$ cat src/rtl/uart_tx.sv
// rtl/uart_tx.sv - byte FIFO plus 8N1 serializer with CTS-gated transmission
//
// Parameters:
//   CLK_HZ  clock frequency in Hz
//   BAUD    line rate; DIV = CLK_HZ / BAUD cycles per bit (must be >= 2)
//   DEPTH   FIFO entries (power of 2, >= 2)
// Ports:
//   clk_i    clock
//   rst_ni   asynchronous active-low reset
//   val_i    byte valid from the upstream formatter
//   data_i   byte to queue, sampled only when val_i & rdy_o
//   rdy_o    FIFO can accept a byte (host present and FIFO not full)
//   avail_o  host present: synchronized, inverted cts_ni
//   cts_ni   clear-to-send from the host, active-low, asynchronous
//   tx_o     serial line, idles high
//   busy_o   FIFO non-empty or a frame is on the line

module uart_tx #(
    parameter int CLK_HZ = 50_000_000,
    parameter int BAUD   = 115200,
    parameter int DEPTH  = 4
) (
    input  logic       clk_i,
    input  logic       rst_ni,
    input  logic       val_i,
    input  logic [7:0] data_i,
    output logic       rdy_o,
    output logic       avail_o,
    input  logic       cts_ni,
    output logic       tx_o,
    output logic       busy_o
);

    localparam int DIV = CLK_HZ / BAUD;
    localparam int AW  = (DEPTH > 1) ? $clog2(DEPTH) : 1;
    localparam int CW  = (DIV > 1) ? $clog2(DIV) : 1;
    localparam logic [CW-1:0] CNT_LAST = CW'(DIV - 1);

    if (DIV < 2) begin : g_div_check
        $error("uart_tx: CLK_HZ / BAUD must be at least 2");
    end

    if (DEPTH < 2 || (DEPTH & (DEPTH - 1)) != 0) begin : g_depth_check
        $error("uart_tx: DEPTH must be a power of 2 and at least 2");
    end

    // CTS synchronizer; flops reset to 1 so the host reads as absent
    logic cts_q1, cts_q2;

    always_ff @(posedge clk_i or negedge rst_ni) begin
        if (!rst_ni) begin
            cts_q1 <= 1'b1;
            cts_q2 <= 1'b1;
        end else begin
            cts_q1 <= cts_ni;
            cts_q2 <= cts_q1;
        end
    end

    assign avail_o = ~cts_q2;

    // FIFO: extra pointer MSB distinguishes full from empty
    logic [7:0]  mem [DEPTH];
    logic [AW:0] wr_ptr, rd_ptr;
    logic        empty, full, push, pop;

    assign empty = (wr_ptr == rd_ptr);
    assign full  = (wr_ptr[AW] != rd_ptr[AW]) && (wr_ptr[AW-1:0] == rd_ptr[AW-1:0]);
    assign rdy_o = avail_o & ~full;
    assign push  = val_i & rdy_o;

    always_ff @(posedge clk_i or negedge rst_ni) begin
        if (!rst_ni) begin
            wr_ptr <= '0;
            rd_ptr <= '0;
        end else begin
            if (push) wr_ptr <= wr_ptr + 1'b1;
            if (pop)  rd_ptr <= rd_ptr + 1'b1;
        end
    end

    always_ff @(posedge clk_i) begin
        if (push) mem[wr_ptr[AW-1:0]] <= data_i;
    end

    // Serializer
    typedef enum logic [1:0] {
        S_IDLE,
        S_START,
        S_DATA,
        S_STOP
    } state_t;

    state_t        state_q, state_d;
    logic [CW-1:0] cnt_q, cnt_d;
    logic [2:0]    bit_q, bit_d;
    logic [7:0]    shift_q, shift_d;
    logic          tx_q, tx_d;
    logic          bit_end, can_pop;

    assign bit_end = (cnt_q == CNT_LAST);
    assign can_pop = ~empty & avail_o;

    always_ff @(posedge clk_i or negedge rst_ni) begin
        if (!rst_ni) begin
            state_q <= S_IDLE;
            cnt_q   <= '0;
            bit_q   <= '0;
            shift_q <= '0;
            tx_q    <= 1'b1;
        end else begin
            state_q <= state_d;
            cnt_q   <= cnt_d;
            bit_q   <= bit_d;
            shift_q <= shift_d;
            tx_q    <= tx_d;
        end
    end

    // tx_d is the line level for the state being entered, so tx_o is a
    // clean registered output that changes on the same edge as the state.
    always_comb begin
        state_d = state_q;
        cnt_d   = cnt_q + CW'(1);
        bit_d   = bit_q;
        shift_d = shift_q;
        tx_d    = tx_q;
        pop     = 1'b0;

        case (state_q)
            S_IDLE: begin
                cnt_d = '0;
                tx_d  = 1'b1;
                if (can_pop) begin
                    pop     = 1'b1;
                    state_d = S_START;
                    shift_d = mem[rd_ptr[AW-1:0]];
                    tx_d    = 1'b0;
                end
            end
            S_START: begin
                if (bit_end) begin
                    state_d = S_DATA;
                    cnt_d   = '0;
                    bit_d   = '0;
                    tx_d    = shift_q[0];
                end
            end
            S_DATA: begin
                if (bit_end) begin
                    cnt_d = '0;
                    if (bit_q == 3'd7) begin
                        state_d = S_STOP;
                        tx_d    = 1'b1;
                    end else begin
                        bit_d   = bit_q + 3'd1;
                        shift_d = {1'b0, shift_q[7:1]};
                        tx_d    = shift_q[1];
                    end
                end
            end
            S_STOP: begin
                if (bit_end) begin
                    cnt_d = '0;
                    // Chain straight into the next frame with no idle gap
                    if (can_pop) begin
                        pop     = 1'b1;
                        state_d = S_START;
                        shift_d = mem[rd_ptr[AW-1:0]];
                        tx_d    = 1'b0;
                    end else begin
                        state_d = S_IDLE;
                        tx_d    = 1'b1;
                    end
                end
            end
            default: begin
                state_d = S_IDLE;
                cnt_d   = '0;
                tx_d    = 1'b1;
            end
        endcase
    end

    assign tx_o   = tx_q;
    assign busy_o = (state_q != S_IDLE) | ~empty;

endmodule

$ cat config.mk
export PLATFORM = sky130hd
export DESIGN_NAME = uart_tx
export DESIGN_NICKNAME = d
export VERILOG_FILES = /design/src/rtl/uart_tx.sv
export SDC_FILE = /design/constraint.sdc
export NUM_CORES = 1
export LEC_CHECK = 0
export ABC_AREA = 1
export CELL_PAD_IN_SITES_DETAIL_PLACEMENT = 0
export CELL_PAD_IN_SITES_GLOBAL_PLACEMENT = 1
export CORE_ASPECT_RATIO = 1.75
export CORE_MARGIN = 2
export CORE_UTILIZATION = 50
export CTS_CLUSTER_SIZE = 16
export DETAILED_ROUTE_END_ITERATION = 12
export PLACE_DENSITY = 0.89
export SYNTH_ARGS = -nofsm -noshare
export SYNTH_HDL_FRONTEND = slang
export SYNTH_SLANG_ARGS = --single-unit
$ cat constraint.sdc
create_clock -name clk_i -period 5.8 [get_ports clk_i]
set_clock_uncertainty 0.15 [all_clocks]
set_input_delay 1.16 -clock clk_i [delete_from_list [all_inputs] [get_ports clk_i]]
set_output_delay 1.16 -clock clk_i [all_outputs]
set_load 0.005 [all_outputs]
# == Word-level counts from Yosys, hierarchy flattened ==
# Memories as Yosys holds them, arrays and structs flattened.
# Cells that the tools add are included.
# op_classes
addsub,4
eq_ne,14
n_mux,29
n_bitwise,7
reduce_logical,10
# ops
op,n
$mux W8,4
$pmux W8 S3,1
$pmux W9 S2,1
$ne A2 B2 Y1 const B,6
$mux W1,10
$mux W2,5
$add A3 B1 Y3 const B,3
$add A9 B1 Y9 const B,1
$eq A9 B9 Y1 const B,1
$mux W3,3
$mux W9,1
$pmux W2 S4,1
$reduce_and A4 Y1,2
$pmux W3 S2,1
$reduce_and A5 Y1,1
$eq A2 B2 Y1 const B,2
$pmux W1 S4,1
$reduce_bool A2 Y1,2
$and A1 B1 Y1,3
$eq A3 B3 Y1,1
$eq A3 B3 Y1 const B,1
$not A1 Y1,3
$reduce_and A3 Y1,1
$reduce_bool A3 Y1,1
8 further kinds,8
# totals
register_bits,31
ram_bits,32
in_bits,12
output_inout_bits,4
wordCells,74
mem_count,1
# mem_list
name,words,width,read_ports,rd_clocked_by_memory_dff,write_ports,line_no,rtl
mem,4,8,1,0,1,63,logic [7:0] mem [DEPTH];

# == Longest topological paths before layout ==
# depth
word_depth,7
mapped_depth,10
depth_no_buf,9

# == Worst setup path after synthesis ==
# No wires, ideal clock.
# synth_path
path_kind,register to output
startpoint,register rd_ptr[0]
endpoint,output rdy_o
arrival_time_ps,974
required_time_ps,4490
setup_slack_ps,3516
path_stages_with_launch,8
path_buffers,1
cell_sequence,dfrtp_1 -> buf_6 -> inv_2 -> nand2_1 -> nand2_1 -> nand4_1 -> nand2_1 -> inv_1
# synth_via
elab_chain_len,4
# synth_rtl
item,line_no,rtl
start: declaration,64,"logic [AW:0] wr_ptr, rd_ptr;"
start signal: assignment,78,if (pop) rd_ptr <= rd_ptr + 1'b1;
$eq A2 B2 Y1,68,assign full = (wr_ptr[AW] != rd_ptr[AW]) && (wr_ptr[AW-1:0] == rd_ptr[AW-1:0]);
$logic_and A1 B1 Y1,68,
$not A1 Y1,69,assign rdy_o = avail_o & ~full;
$and A1 B1 Y1,69,
end: declaration,27,"output logic rdy_o,"
# No other way between the ends.

# == Worst setup path after layout ==
# Ends and elaborated chain as after synthesis.

==> run metrics <==
number of synthesized register bits=63; Critical Path RT=about 4.5 ns; Max Clk Rate=about 0.28 GHz; Inserted Clock Buffers=9; largest net degree at the start of global routing=32; die extent in x=about 63 um; fin crit share=between 60 and 70%; RSZ-0062 raised after global routing=false; Root Driver=clkbuf_8; detailed-route via count=between 2k and 2.5k; height of the die=107 um; Yosys top cell by area=edfxtp_1; critical path type=flip-flop to primary output; crit end category=primary output; TritonCTS Sinks=63; clk slew on worst S/H paths=around 0.070 ns; Antenna Nets Post-Route=0; DRT iter0 DRCs=80; Port Buffers=15; worst-path maximum fanout=20; final setup TNS=0 ns; Startpoint Class=flip-flop; overall power=about 1.1 mW; DP Wirelength=around 4.0 mm; CP Data Arrival Time=2.30 ns; Async S/R FF share, synth=49.2%; Final Max Slew Viols=0; Ant. Diodes=0; Final Net Count=around 360; Tmin final=around 3.6 ns; Leakage Power=around 1.5 nW; post-route DRC violation count=0; vias in the first global route=2120; post-synthesis area per instance=just under 10 sq um; Hold Crit Class=flip-flop to flip-flop; synth unique cells=29; Max H-tree Level=3; post-synthesis sequential area ratio=between 50% and 60%; post-cts resize count=0; Clock Path Buffers=2; Vias/cell=~5; WHS=a little over 0.2 ns; Core ar.=5830 sq um; Starting Density=around 52%; max-cap viol count=0; initial antenna violation count=0; WL per Instance=around 13 um; Detailed Routing Iterations Pass 1=4; Top FF cell, synth=edfxtp_1; status=finished, final reports clean; gr usage total=~18%; Ys Warns=0; CTS tree=built; area grow syn2layout=14.1%; final WL=~5.4 mm; pwr dens=306 nW/um^2; row count=37; Post-CTS Setup Bufs=0; grt ovf=0; I/O pins=16; Yosys top cell area share=approximately a third; clock latency on the worst-skew pair=0.34 ns; Post-synth EDFFs=32; Synth Cell Area=approximately 3000 sq um; maximum VDD drop=0.214 mV; Worst-Margin Slew=between 0.7 and 0.8 ns; global-route wire length before repair=9.37 mm; layout cells sized above 1=~8%; syn nets=340; cell with the most instances after synthesis=nand2_1; final hold vios=0; Slew headroom=approximately 49%; Synth area leaders=edfxtp_1 32%, dfrtp_1 23%, nand2_1 13%; Final setup viols=0; routability cong.=0.784; die area=roughly 6700 sq um; hold_buf cts=0; Mapped Cells=313; Synth top cells by count=102 x nand2_1, 34 x nand3_1, 32 x edfxtp_1
placed cells by master (no fill, tap or decap), types with 2 or more instances in the layout:
cell type	n
nand2_1	102
nand3_1	34
edfxtp_1	32
dfrtp_1	28
inv_1	25
nor2_1	23
ha_1	15
clkdlybuf4s50_1	15
nand4_1	11
clkbuf_8	9
o21ai_0	7
a21oi_1	4
inv_2	3
xnor2_1	3
xor2_1	3
dfstp_2	3
nand2_2	2
clkinv_2	2
clkbuf_1	2
bufinv_16	2
sequential cells by signal, summed over array words and instances, names as in the netlist:
| register | flops |
|---|---|
| bit_q | 3 |
| cnt_q | 9 |
| cts_q1 | 1 |
| cts_q2 | 1 |
| mem | 32 |
| rd_ptr | 3 |
| shift_q | 8 |
| state_q | 2 |
| tx_o | 1 |
| wr_ptr | 3 |
worst max-delay path, cell delays in order, from the launching register on:
cell	delay (ns)
dfrtp_1	0.73
inv_2	0.27
nand2_1	0.13
nand2_1	0.09
nand4_1	0.13
nand2_1	0.06
inv_1	0.05
clkdlybuf4s50_1	0.49
final timing paths:
check	start	to	slack, ns	depth (start not counted)
max	rd_ptr[0]	rdy_o	2.19	7
min	cts_q1	cts_q2	0.21	0
max reg2reg	rd_ptr[0]	mem[2][4]	3.13	6
min reg2reg	cts_q1	cts_q2	0.21	0
max in group asynchronous	rst_ni	tx_o	4.11	2
min in group asynchronous	rst_ni	cnt_q[6]	1.06	2
area by class of cell:
class / count / area, sq um
multi-input combinational: 216 / 1130
clock buffer: 11 / 131
timing repair buffer: 16 / 158
tap: 78 / 97.6
fill: 548 / 2400
clock inverter: 5 / 73.8
inverter: 28 / 105
sequential: 63 / 1740
metal layers:
metal	track usage, %	routed length (um)	up-vias	part of all wire [%]
met3	4.51	141	9	2.6
met4	9.05	116	0	2.2
met5	0	0	-	0
met2	34.6	2990	20	56
met1	18.6	2130	976	40
li1	-	-	1072	-
report_power, final:
group / switching, mW / total (mW) / internal [mW]
combinational: 0.0799 / 0.125 / 0.0450
sequential: 0.0183 / 0.526 / 0.508
clock: 0.160 / 0.400 / 0.239
total: 0.259 / 1.05 / 0.792
cell families after synthesis:
family                     share of synthesized area (%)
buffers and inverters                               4.70
muxes                                              0.333
adders and majority gates                           6.24
DFF                                                 57.9
AOI/OAI and AO/OA                                   3.00
and+or+nand+nor                                     26.1
xor gates and xnor gates                            1.75
metrics by stage:
step | area (sq um) | std cells | worst slack, ns | util, %
3_3_place_gp | 3230 | 401 | 2.60 | 55.3
4_1_cts | 3430 | 417 | 2.17 | 58.8
3_5_place_dp | 3230 | 401 | 2.56 | 55.3
5_1_grt | 3430 | 417 | 1.94 | 58.8
2_1_floorplan | 3010 | 313 | 3.52 | -
6_report | 3430 | 417 | 2.19 | 58.8
Note: power is estimated with default switching activity, not from simulation.
